### src/rtl/fp_multiply.sv
// Single-precision multiplier, 24-cycle shift-add core, flush-to-zero; special operands finish 1 edge after accept, others 26.
// One operation in flight; result held in DONE until out_ready. Define FP_ROUND_NEAREST_EN for RNE rounding, else truncation.
module fp_multiply (
  input  logic        clock,
  input  logic        reset,
  input  logic [31:0] a,
  input  logic [31:0] b,
  input  logic        in_valid,
  output logic        in_ready,
  output logic [31:0] result,
  output logic        out_valid,
  input  logic        out_ready,
  output logic        is_zero,
  output logic        is_inf,
  output logic        is_nan
);

  localparam logic [2:0] IDLE  = 3'd0;
  localparam logic [2:0] CHECK = 3'd1;
  localparam logic [2:0] MULT  = 3'd2;
  localparam logic [2:0] NORM  = 3'd3;
  localparam logic [2:0] DONE  = 3'd4;

  logic [2:0]  state;
  logic [31:0] a_r;
  logic [31:0] b_r;
  logic [4:0]  cnt;
  logic [47:0] mcand;
  logic [23:0] mplier;
  logic [47:0] prod;

  assign in_ready  = (state == IDLE);
  assign out_valid = (state == DONE);

  // Operand classification; exponent 0 counts as zero regardless of fraction.
  logic       sign_p;
  logic       a_nan, a_inf, a_zero;
  logic       b_nan, b_inf, b_zero;
  assign sign_p = a_r[31] ^ b_r[31];
  assign a_nan  = (&a_r[30:23]) & (|a_r[22:0]);
  assign a_inf  = (&a_r[30:23]) & ~(|a_r[22:0]);
  assign a_zero = ~(|a_r[30:23]);
  assign b_nan  = (&b_r[30:23]) & (|b_r[22:0]);
  assign b_inf  = (&b_r[30:23]) & ~(|b_r[22:0]);
  assign b_zero = ~(|b_r[30:23]);

  logic        spec_hit;
  logic [31:0] spec_res;
  logic        spec_z, spec_i, spec_n;

  always_comb begin
    spec_hit = 1'b1;
    spec_res = 32'h0;
    spec_z   = 1'b0;
    spec_i   = 1'b0;
    spec_n   = 1'b0;
    if (a_nan | b_nan | (a_inf & b_zero) | (b_inf & a_zero)) begin
      spec_res = 32'h7FC0_0000;
      spec_n   = 1'b1;
    end else if (a_inf | b_inf) begin
      spec_res = {sign_p, 8'hFF, 23'h0};
      spec_i   = 1'b1;
    end else if (a_zero | b_zero) begin
      spec_res = {sign_p, 31'h0};
      spec_z   = 1'b1;
    end else begin
      spec_hit = 1'b0;
    end
  end

  // Normalise: the product of two [1,2) significands lies in [1,4).
  logic        norm_hi;
  logic [22:0] mant;
  logic [9:0]  exp_sum;
  logic [9:0]  exp_fin;
  logic [22:0] frac_fin;

  assign norm_hi = prod[47];
  assign mant    = norm_hi ? prod[46:24] : prod[45:23];
  assign exp_sum = {2'b00, a_r[30:23]} + {2'b00, b_r[30:23]} + {9'd0, norm_hi} - 10'd127;

`ifdef FP_ROUND_NEAREST_EN
  logic        guard;
  logic        sticky;
  logic        round_up;
  logic [23:0] mant_rnd;
  assign guard    = norm_hi ? prod[23] : prod[22];
  assign sticky   = norm_hi ? (|prod[22:0]) : (|prod[21:0]);
  assign round_up = guard & (sticky | mant[0]);
  assign mant_rnd = {1'b0, mant} + {23'd0, round_up};
  // A carry out leaves the fraction bits all zero, which is exactly 1.0 at exponent+1.
  assign frac_fin = mant_rnd[22:0];
  assign exp_fin  = exp_sum + {9'd0, mant_rnd[23]};
`else
  assign frac_fin = mant;
  assign exp_fin  = exp_sum;
`endif

  logic ovf, unf;
  assign ovf = ($signed(exp_fin) >= 10'sd255);
  assign unf = ($signed(exp_fin) <= 10'sd0);

  always_ff @(posedge clock or posedge reset) begin
    if (reset) begin
      state   <= IDLE;
      a_r     <= 32'h0;
      b_r     <= 32'h0;
      cnt     <= 5'd0;
      mcand   <= 48'h0;
      mplier  <= 24'h0;
      prod    <= 48'h0;
      result  <= 32'h0;
      is_zero <= 1'b0;
      is_inf  <= 1'b0;
      is_nan  <= 1'b0;
    end else begin
      case (state)
        IDLE: begin
          if (in_valid) begin
            a_r   <= a;
            b_r   <= b;
            state <= CHECK;
          end
        end
        CHECK: begin
          if (spec_hit) begin
            result  <= spec_res;
            is_zero <= spec_z;
            is_inf  <= spec_i;
            is_nan  <= spec_n;
            state   <= DONE;
          end else begin
            cnt    <= 5'd0;
            prod   <= 48'h0;
            mcand  <= {24'd0, 1'b1, a_r[22:0]};
            mplier <= {1'b1, b_r[22:0]};
            state  <= MULT;
          end
        end
        MULT: begin
          if (mplier[0]) begin
            prod <= prod + mcand;
          end
          mcand  <= {mcand[46:0], 1'b0};
          mplier <= {1'b0, mplier[23:1]};
          cnt    <= cnt + 5'd1;
          if (cnt == 5'd23) begin
            state <= NORM;
          end
        end
        NORM: begin
          if (ovf) begin
            result <= {sign_p, 8'hFF, 23'h0};
            is_inf <= 1'b1;
          end else if (unf) begin
            result  <= {sign_p, 31'h0};
            is_zero <= 1'b1;
          end else begin
            result <= {sign_p, exp_fin[7:0], frac_fin};
          end
          state <= DONE;
        end
        DONE: begin
          if (out_ready) begin
            is_zero <= 1'b0;
            is_inf  <= 1'b0;
            is_nan  <= 1'b0;
            state   <= IDLE;
          end
        end
        default: state <= IDLE;
      endcase
    end
  end

endmodule

### config.mk
export PLATFORM = sky130hd
export DESIGN_NAME = fp_multiply
export DESIGN_NICKNAME = d
export VERILOG_FILES = /design/src/rtl/fp_multiply.sv
export SDC_FILE = /design/constraint.sdc
export NUM_CORES = 1
export LEC_CHECK = 0
export ABC_AREA = 1
export CAP_MARGIN = 5
export CORE_UTILIZATION = 60
export DETAILED_ROUTE_END_ITERATION = 7
export GPL_ROUTABILITY_DRIVEN = 0
export GPL_TIMING_DRIVEN = 0
export PLACE_DENSITY = 0.85
export SYNTH_ARGS = -nofsm -noshare
export SYNTH_HDL_FRONTEND = slang
export SYNTH_SLANG_ARGS = --single-unit
### constraint.sdc
create_clock -name clock -period 9.7 [get_ports clock]
set_input_delay 1.94 -clock clock [delete_from_list [all_inputs] [get_ports clock]]
set_output_delay 1.94 -clock clock [all_outputs]
set_load 0.005 [all_outputs]
After elaboration in Yosys (flattened, before gate mapping)
Cells that the tools add are included.
- word-level logic and storage cells: 107
- output and inout port bits: 37
- flip-flop bits (word level): 227
- magnitude comparators: 2
- mux-type cells: 40
- equality and inequality tests: 14
- reductions and logical operators: 19
- bitwise logic cells: 16
- $add $sub $neg: 5
- operators by type and width (operator ; count):
    one-hot mux 48 bit (2 select lines) ; 2
    two-way mux 48 bit ; 3
    two-way mux 32 bit ; 4
    one-hot mux 32 bit (2 select lines) ; 1
    two-way mux 31 bit ; 2
    adder 48 bit ; 1
    one-hot mux 24 bit (2 select lines) ; 1
    OR reduction 23 bit ; 2
    two-way mux 24 bit ; 1
    two-way mux 23 bit ; 1
    inequality test 2 bit (second input constant) ; 8
    AND reduction 8 bit ; 2
    OR reduction 8 bit ; 2
    two-way mux 1 bit ; 15
    one-hot mux 3 bit (5 select lines) ; 1
    two-way mux 3 bit ; 4
    adder 9 x 1 -> 10 bit ; 1
    greater-or-equal comparator 10 x 9 -> 1 bit (second input constant) ; 1
    less-or-equal comparator 10 x 1 -> 1 bit (second input constant) ; 1
    one-hot mux 5 bit (2 select lines) ; 1
    subtractor 10 x 7 -> 10 bit (second input constant) ; 1
    adder 8 x 8 -> 9 bit ; 1
    AND reduction 3 bit ; 3
    bitwise AND 1 bit ; 6
    18 further kinds ; 31

Longest topological paths before layout
- depth in word-level cells: 9
- gate-level depth with buffers: 20
- mapped depth without buffers: 18

Worst setup path after synthesis
Ideal clock, no wire load.
- path type: input port to flip-flop
- start: input port in_valid
- end: register a_r[31]
- data required time: 9575 ps
- arrival time: 2914 ps
- setup slack: 6661 ps
- cell stages on the path: 4
- library setup time: 125 ps
- path through: nand2_1 clkbuf_1 buf_2 mux2_2
- cells in the longest elaborated chain, start to end: 1
- RTL lines (element ; line ; RTL):
    from (decl) ; 8 ; input logic in_valid,
    AND reduction 2 bit (no source line) ; -- ;
    to (signal assigned) ; 106 ; a_r <= 32'h0;
    to (signal assigned) ; 120 ; a_r <= a;
    to (decl) ; 25 ; logic [31:0] a_r;
No other way between the ends.
A chain may end at the register's enable or synchronous reset.

Final worst setup path
- start: register state[1]
- end: output port out_valid
- cells in the longest elaborated chain, start to end: 1
- RTL lines (element ; line ; RTL):
    from (decl) ; 24 ; logic [2:0] state;
    from (signal assigned) ; 105 ; state <= IDLE;
    from (signal assigned) ; 122 ; state <= CHECK;
    from (signal assigned) ; 131 ; state <= DONE;
    equality test 3 bit ; 33 ; assign out_valid = (state == DONE);
    to (decl) ; 11 ; output logic out_valid,
No other way between the ends.

==> impl_results.md <==
- Final hold violations: 0
- Antenna-violating nets left: 0
- Synth area leaders: dfrtp_1 41%, nand2_1 14%, inv_1 6.4%
- CP arrival: about 2000 ps
- ANT cells: 0
- Startpoint types: register
- Vias in the first global route: between 10000 and 15000
- Pre-CTS setup slack: around 5600 ps
- CTS Hold Bufs: 0
- Overall Global Routing Usage: roughly a third
- Via count: around 13000
- Crit Path Class: register to output port
- Number of synthesized flops with an enable pin: 0
- Slew Limit Fails: 0
- Synth unique cells: 37
- Core Rows: 55
- DRT iter0 DRCs: ~1300
- I/O pin total: ~110
- Final critical-path share of the clock period: ~41%
- Compound-Gate Fraction of Synth Area: between 10% and 20%
- Pwr Density: 299 nW/um^2
- Simple-gate share of the synthesized area: ~27%
- Longest Clk Path Bufs: 3
- Status: finished, violations left
- Final Cell Area: approximately 16000 sq um
- Area of the core: between 20000 and 25000 sq um
- CTS root buf: clkbuf_16
- Total grt overflow: 0
- Synthesis-to-layout area growth: 16.9%
- DR DRC count: 1
- Wire per inst: approximately 17 um
- Clock Skews: 33.1 ps
- Initial antenna violation count: 0
- Die area: ~24000 sq um
- Post-layout worst setup margin: between 5000 and 6000 ps
- Max-cap violations: 0
- Drt first pass iters: 8
- CTS tree: done
- Register area share after synthesis: 40.9%
- Num CTS Buffers: 26
- Total negative setup slack: 0 ps
- Largest family of logic cells by synthesized area: simple AND/OR/NAND/NOR gates
- Post-DP HPWL: between 20000 and 30000 um
- Worst slew pin tran: 747 ps
- Failing checks: design-rule violations
- Most frequent cells in the layout: 517 x nand2_1, 236 x inv_1, 227 x dfrtp_1
- Slew HR: 49.7%
- Nets: between 2000 and 2500
- Synth top area share: roughly two fifths
- Die Y: 154 um
- Leak: 0.00791 uW
- Crit path max fanout: 6
- Period minus WS final: just under 4000 ps
- Post-CTS sizing: 0
- Synth Net Count: about 2000
- Peak VDD IR: 214 uV
- PortBufs: about 100
- Total Wirelength: roughly 39000 um
- Avg Inst Size Synth: around 7.3 sq um
- Async SR Flop Fraction: 100%
- #FFs+latches synth: approximately 230
- Adder-cell share of the synthesized area: 6.05%
- Area after DPL: 15300 sq um
- CTS Sinks: 227
- Final setup fails: 0
- Largest net degree at the start of global routing: roughly 120
- Post-synthesis mux area share: between 4 and 5%
- Warnings, synthesis: 0
- CTS H-tree lvls: 1
- Filler cells: ~1800
- Most used DFF post-synth: dfrtp_1
- Vias/cell: just under 6
- Fmax: about 0.25 GHz
- Width of the die: roughly 150 um
- Share of layout cells above drive strength 1: about 7%
- Synth area leader: dfrtp_1
- Post-CTS Setup Bufs: 0
- Endpoint class of the critical path: output port
- Synth Area in XOR/XNOR: less than 1%
- Worst hold path class: register to register
- Commonest non-fill, non-tap cell in the layout: nand2_1
- Worst path required time: roughly 7800 ps
- RSZ-0062 raised after global routing: no
- Initial Util: about three fifths
- Cell Area, Synth: 13900 sq um
- First-pass GRT wire length: around 64000 um
- Gate count of the mapped netlist: around 1900
- Worst-path clk slew: 60 ps
- Clock latency on the worst-skew pair: 570 ps
[critical path, stage by stage, from the launching register on]
cell and delay [ps]:
dfrtp_1 410, inv_1 140, nand3_1 220, inv_1 180, clkdlybuf4s50_1 510
[routing by layer]
| metal | up-vias | global-route usage (%) | wire length, um |
|---|---|---|---|
| met2 | 637 | 55.6 | 18100 |
| met5 | - | 0 | 0 |
| li1 | 6441 | - | - |
| met3 | 157 | 5.10 | 2990 |
| met1 | 6249 | 42.1 | 15400 |
| met4 | 0 | 18.9 | 2250 |
[through the flow]
step	hold slack (ps)	utilization, %	total power (uW)	std cells
after floorplan	446	-	3110	1896
after global placement	457	67.3	3660	2285
after detailed placement	465	67.5	3760	2286
after CTS	477	71.5	4820	2331
after global routing	491	71.5	5220	2331
final	476	71.5	4860	2331
[cells by family after synthesis]
logic type,Yosys count
simple gates,924
xor+xnor,9
compound gates,323
flops,227
mux,53
buf+inv,294
fa+ha+maj,66
[path summary, 6_finish.rpt]
check                           slack, ps                endpoint                 start  cells after the start
worst max-delay path                 5760               out_valid  state[1]$_DFFE_PP0P_                      4
min in group asynchronous            1940     b_r[27]$_DFFE_PP0P_                 reset                      2
worst min register to register        480     prod[9]$_DFFE_PP0P_   prod[9]$_DFFE_PP0P_                      2
max in group asynchronous            6710     prod[4]$_DFFE_PP0P_                 reset                      3
worst max register to register       5990  result[13]$_DFFE_PP0P_  prod[47]$_DFFE_PP0P_                     17
worst min-delay path                  480     prod[9]$_DFFE_PP0P_   prod[9]$_DFFE_PP0P_                      2
[final cells by class]
type	instances	area, sq um	share of cell area [%]
well taps	285	357	2.20
multi-input cells	1375	7040	43.4
clock inverters	12	193	1.19
plain buffers	54	272	1.67
flip-flops and latches	227	5680	35.0
repair buffers	105	1070	6.58
clock buffers	33	717	4.42
inverters	240	908	5.59
[state kept, by name (all words and copies together) (netlist names), 3 cells and up]
signal and flops:
a_r 32, b_r 32, cnt 5, mcand 48, mplier 24, prod 48
result 32, state 3
[cells in the mapped netlist (5+ instances only)]
master    instances
a21oi_1          92
buf_2            16
buf_4             5
clkbuf_1         27
dfrtp_1         227
ha_1             64
inv_1           237
mux2_2           53
nand2_1         517
nand3_1         134
nand4_1          30
nor2_1          207
nor3_1           12
o211ai_1          7
o21a_1           12
o21ai_0         176
o22ai_1          25
or2_2            10
xor2_1            7
[where the power goes]
| part | leakage [uW] | switching, uW | total, uW | internal, uW |
|---|---|---|---|---|
| registers | 0.00291 | 231 | 1500 | 1270 |
| logic | 0.00456 | 1470 | 2330 | 856 |
| clock network | 0.000437 | 403 | 1030 | 629 |
No activity file was read; power rests on OpenSTA's default activity.
